--- src/rtl/alu_result_fifo_if.sv ---
// Handshake bundle between the ALU result producer, the result FIFO and its consumer.
// The master drives ALU results and out_ready; the slave is the FIFO.
interface alu_result_fifo_if #(
  parameter int DATA_W = 8
);
  logic              valid_in;
  logic [DATA_W-1:0] alu_in;
  logic              carry_in;
  logic              zero_in;
  logic              out_valid;
  logic              out_ready;
  logic [DATA_W-1:0] out_data;
  logic              out_carry;
  logic              out_zero;

  modport master (
    output valid_in, alu_in, carry_in, zero_in, out_ready,
    input  out_valid, out_data, out_carry, out_zero
  );

  modport slave (
    input  valid_in, alu_in, carry_in, zero_in, out_ready,
    output out_valid, out_data, out_carry, out_zero
  );
endinterface

--- src/rtl/alu_result_fifo.sv ---
// First-word-fall-through FIFO for ALU results {alu, carry, zero}. Results that
// arrive while it is full are dropped; saturating counters track accepted and dropped results.
module alu_result_fifo #(
  parameter int DATA_W = 8,
  parameter int DEPTH  = 8,
  parameter int CNT_W  = 16
) (
  input  logic                     clk,
  input  logic                     reset,
  alu_result_fifo_if.slave         bus,
  input  logic                     clear_cnt,
  output logic                     full,
  output logic                     empty,
  output logic [$clog2(DEPTH):0]   level,
  output logic [CNT_W-1:0]         result_cnt,
  output logic [CNT_W-1:0]         drop_cnt
);

  localparam int AW = $clog2(DEPTH);
  localparam int EW = DATA_W + 2;

  logic [AW:0]      wr_q, wr_d;
  logic [AW:0]      rd_q, rd_d;
  logic [AW:0]      level_q, level_d;
  logic [CNT_W-1:0] res_cnt_q, res_cnt_d;
  logic [CNT_W-1:0] drop_cnt_q, drop_cnt_d;
  logic [EW-1:0]    mem_q [DEPTH];
  logic [EW-1:0]    head;

  logic pop, push, drop;

  function automatic logic [CNT_W-1:0] sat_inc(input logic [CNT_W-1:0] v);
    return (&v) ? v : v + 1'b1;
  endfunction

  assign empty = (wr_q == rd_q);
  assign full  = (wr_q[AW-1:0] == rd_q[AW-1:0]) && (wr_q[AW] != rd_q[AW]);

  assign pop  = !empty && bus.out_ready;
  // A full FIFO that is popped in the same cycle frees the slot being written.
  assign push = bus.valid_in && (!full || pop);
  assign drop = bus.valid_in && full && !pop;

  always_comb begin
    wr_d       = push ? wr_q + 1'b1 : wr_q;
    rd_d       = pop  ? rd_q + 1'b1 : rd_q;
    level_d    = level_q;
    if (push && !pop) level_d = level_q + 1'b1;
    if (pop && !push) level_d = level_q - 1'b1;
    res_cnt_d  = push ? sat_inc(res_cnt_q)  : res_cnt_q;
    drop_cnt_d = drop ? sat_inc(drop_cnt_q) : drop_cnt_q;
    if (clear_cnt) begin
      res_cnt_d  = '0;
      drop_cnt_d = '0;
    end
  end

  always_ff @(posedge clk or negedge reset) begin
    if (!reset) begin
      wr_q       <= '0;
      rd_q       <= '0;
      level_q    <= '0;
      res_cnt_q  <= '0;
      drop_cnt_q <= '0;
    end else begin
      wr_q       <= wr_d;
      rd_q       <= rd_d;
      level_q    <= level_d;
      res_cnt_q  <= res_cnt_d;
      drop_cnt_q <= drop_cnt_d;
    end
  end

  always_ff @(posedge clk) begin
    if (push) mem_q[wr_q[AW-1:0]] <= {bus.carry_in, bus.zero_in, bus.alu_in};
  end

  // Head is masked while empty so unwritten storage never reaches the consumer.
  assign head          = empty ? '0 : mem_q[rd_q[AW-1:0]];
  assign bus.out_valid = !empty;
  assign bus.out_carry = head[EW-1];
  assign bus.out_zero  = head[EW-2];
  assign bus.out_data  = head[DATA_W-1:0];

  assign level      = level_q;
  assign result_cnt = res_cnt_q;
  assign drop_cnt   = drop_cnt_q;

endmodule

--- src/flat_wrapper.sv ---
// flat-port wrapper written by rule: the top's interface ports become plain ports
module alu_result_fifo_flat 
#(
  parameter int DATA_W = 8,
  parameter int DEPTH  = 8,
  parameter int CNT_W  = 16
)
  (clk, reset, clear_cnt, full, empty, level, result_cnt, drop_cnt, bus_valid_in, bus_alu_in, bus_carry_in, bus_zero_in, bus_out_ready, bus_out_valid, bus_out_data, bus_out_carry, bus_out_zero);
  alu_result_fifo_if #(.DATA_W(DATA_W)) bus_i ();
  input  logic clk;
  input  logic reset;
  input  logic clear_cnt;
  output logic full;
  output logic empty;
  output logic [$clog2(DEPTH):0] level;
  output logic [CNT_W-1:0] result_cnt;
  output logic [CNT_W-1:0] drop_cnt;
  input wire logic [$bits(bus_i.valid_in)-1:0] bus_valid_in;
  input wire logic [$bits(bus_i.alu_in)-1:0] bus_alu_in;
  input wire logic [$bits(bus_i.carry_in)-1:0] bus_carry_in;
  input wire logic [$bits(bus_i.zero_in)-1:0] bus_zero_in;
  input wire logic [$bits(bus_i.out_ready)-1:0] bus_out_ready;
  output wire logic [$bits(bus_i.out_valid)-1:0] bus_out_valid;
  output wire logic [$bits(bus_i.out_data)-1:0] bus_out_data;
  output wire logic [$bits(bus_i.out_carry)-1:0] bus_out_carry;
  output wire logic [$bits(bus_i.out_zero)-1:0] bus_out_zero;
  assign bus_i.valid_in = bus_valid_in;
  assign bus_i.alu_in = bus_alu_in;
  assign bus_i.carry_in = bus_carry_in;
  assign bus_i.zero_in = bus_zero_in;
  assign bus_i.out_ready = bus_out_ready;
  assign bus_out_valid = bus_i.out_valid;
  assign bus_out_data = bus_i.out_data;
  assign bus_out_carry = bus_i.out_carry;
  assign bus_out_zero = bus_i.out_zero;
  alu_result_fifo #(.DATA_W(DATA_W), .DEPTH(DEPTH), .CNT_W(CNT_W)) u_core (.clk(clk), .reset(reset), .bus(bus_i), .clear_cnt(clear_cnt), .full(full), .empty(empty), .level(level), .result_cnt(result_cnt), .drop_cnt(drop_cnt));
endmodule
--- config.mk ---
export PLATFORM = sky130hd
export DESIGN_NAME = alu_result_fifo_flat
export DESIGN_NICKNAME = d
export VERILOG_FILES = /design/src/rtl/alu_result_fifo_if.sv /design/src/rtl/alu_result_fifo.sv /design/src/flat_wrapper.sv
export SDC_FILE = /design/constraint.sdc
export NUM_CORES = 1
export LEC_CHECK = 0
export CAP_MARGIN = 20
export CORE_MARGIN = 5
export CORE_UTILIZATION = 25
export DETAILED_ROUTE_END_ITERATION = 8
export PLACE_DENSITY = 0.5
export SYNTH_ARGS = -nofsm -noshare
export SYNTH_HDL_FRONTEND = slang
export SYNTH_SLANG_ARGS = --single-unit
--- constraint.sdc ---
create_clock -name clk -period 3.1 [get_ports clk]
set_input_delay 0.31 -clock clk [delete_from_list [all_inputs] [get_ports clk]]
set_output_delay 0.31 -clock clk [all_outputs]
set_load 0.02 [all_outputs]
==> run metrics <==
final instance area 7380 um2; Syn. warnings 0; routed len/inst 16.7 um; Die Span Y 161 um; asr flop ratio synth 0.355; Required @ worst endpoint 2.79 ns; Starting DRT DRC Count 223; clock sink total 124; Seq/Total Area, Yosys 0.612; R2R Setup Slk 0.39 ns; EDFF count, synth 80; setup TNS 0 ns; global-route wire length before repair 21600 um; dpl cell area 6740 um2; starting density of the core 0.254; Leak Pwr 2.60 nW; CTS tree built; pins over their slew limit 0; HP Class input port to asynchronous set/reset pin; Clk pin slew, worst setup/hold paths 0.07 ns; clk_lat worst skew 0.42 ns; vias per inst 4.66; top cells by area in the synthesized netlist edfxtp_1, dfrtp_1, mux4_2; clk buf depth 2; final core occ 0.327; f_max 344 MHz; fin crit period 2.91 ns; Cells after DPL 766; Synth Register Bits 124; largest net degree at the start of global routing 45; outcome complete, no violations; synthesized cell area 5730 um2; GRT Total Usage 0.108; worst clock skew 0.0154 ns; Synthesized Nets 446; Worst R2R Path Depth 11; largest area contributor in the netlist edfxtp_1; period utilization 0.938; Rel. slew slack 0.641; crit path DAT 2.60 ns; CP Max Fanout 10; via count 3736; layout cells sized above 1 0.168; Final Hold Fails 0; Startpoint Class flop; RSZ-0062 raised after global routing no; Top FF cell, synth edfxtp_1; FILL cells 2222; CP Capture Type primary output; Peak VDD IR 0.533 mV; I/O Buffers 63; root buffer cell clkbuf_16; drt drc 0; multi-input logic area 2090 um2; Critical Path End full; Ports 64; Distinct cells, synth 50; DIE AREA 26000 um2; Setup violations, final 0; Critical path origin u_core.wr_q[2]; routed wire length 13400 um; H-tree levels 4; fin cells 802; placed wire-length estimate 8740 um; final net count 526; CTS Buf Count 17; global route overflow 0; FF+latch area 3500 um2; vias in the first global route 3925; # diodes 0; Synth top area share 0.420; Reg-to-Reg Start u_core.wr_q[2]; FP Rows 55; Worst-Margin Slew 0.524 ns; Placer Congestion 0.759; crit path kind flop to primary output; Syn-to-layout area delta 28.9%; FF-to-FF End u_core.level[3]; Core ar. 22600 um2; Post-Synthesis Cells 424; Pwr Density 864 nW/um2; MaxCap Viol Count 0; die width 161 um; initial antenna violation count 0; Initial DRT Pass Iterations 4; Antenna Violating Nets Remaining 0; Syn Area/Cell 13.5 um2
## logic make-up (layout without fill, tap and decap cells)
logic type                 count (synthesis)  in the layout  share of synthesized area
AOI/OAI and AO/OA                         40             40                     0.0461
and+or+nand+nor                          152            152                      0.141
adders and majority gates                  7              7                     0.0166
buffers and inverters                     34            127                     0.0275
muxes                                     42             42                      0.119
xor gates and xnor gates                  25             25                     0.0382
DFF                                      124            124                      0.612
## report_power, final
part	switching (mW)	total [mW]	internal (mW)
Clock	0.831	1.96	1.13
Sequential	0.179	2.20	2.02
Combinational	1.18	2.21	1.03
Total	2.19	6.37	4.19
## through the flow
step           power, mW  worst slack [ns]  hold slack (ns)
6_report            6.37             0.192            0.297
5_1_grt             6.74            0.0291            0.322
2_1_floorplan       3.62             0.421           0.0144
3_3_place_gp        4.40             0.524            0.484
4_1_cts             6.44            0.0453            0.119
3_5_place_dp        4.43             0.489            0.488
## cell usage in the layout, fill, tap and decap left out, types with 6 or more instances in the layout
master,n
a21oi_1,12
buf_4,17
clkbuf_16,17
clkdlybuf4s50_1,62
dfrtp_1,44
edfxtp_1,80
ha_1,6
inv_1,8
inv_6,6
mux2i_1,14
mux4_2,20
nand2_1,27
nand3_1,20
nand4_1,10
nor2_1,36
nor2b_1,8
nor3_1,14
nor4_1,10
o21ai_0,7
o31ai_1,6
or3_1,6
xnor2_1,21
## worst max-delay path: stages, from the launching register on
cell and delay [ns]:
dfrtp_1 0.52, xor2_1 0.21, or4_1 0.60, inv_2 0.16
clkdlybuf4s50_1 0.67
## timing repair
| action | 4_1_cts | 5_1_grt |
|---|---|---|
| hold buffers | 0 | 1 |
| endpoints found under the hold margin | 0 | 9 |
| buffers inserted | 0 | 2 |
| resized for setup | 0 | 2 |
| endpoints found under the setup margin | 0 | 11 |
## area by class of cell
type / instances / area share
flip-flops and latches: 124 / 0.475
clock buffers: 17 / 0.0576
well taps: 285 / 0.0483
inverters: 11 / 0.00610
clock inverters: 15 / 0.0205
repair buffers: 84 / 0.110
multi-input cells: 266 / 0.283
## how the worst min path moves through the flow
| stage | end | slack [ns] | from |
|---|---|---|---|
| final | u_core.drop_cnt[6] | 0.30 | reset |
| after global routing | u_core.drop_cnt[12] | 0.32 | reset |
| after CTS | u_core.drop_cnt[6] | 0.12 | reset |
| after detailed placement | u_core.wr_q[3] | 0.49 | u_core.wr_q[3] |
| after global placement | u_core.wr_q[3] | 0.48 | u_core.wr_q[3] |
| after floorplan | u_core.drop_cnt[0] | 0.01 | reset |
## cells in the mapped netlist, drive strengths merged, types with 2 or more instances
cell type	count
edfxtp	80
dfrtp	44
nor2	36
nand2	27
xnor2	21
mux4	20
nand3	20
clkbuf	14
mux2i	14
nor3	14
nor4	13
a21oi	12
inv	10
nand4	10
buf	9
mux2	8
nor2b	8
o21ai	8
ha	6
o31ai	6
or3	6
or4	4
xor2	4
a21o	3
and3	3
and4	3
nor3b	3
nor4b	3
o211ai	2
o22ai	2
## registers in the layout (all words and copies together), names as in the netlist
name and flops:
u_core.drop_cnt 16, u_core.level 4, u_core.mem_q 80, u_core.rd_q 4, u_core.result_cnt 16, u_core.wr_q 4
## routing by layer
metal  global-route usage  vias to the layer above  wire, um
met5                    0                        -         0
met4               0.0399                        0       204
met3               0.0311                       16       657
met2                0.177                       86      6600
met1                0.136                     1860      5960
li1                     -                     1774         -
Note: power is estimated with default switching activity, not from simulation.
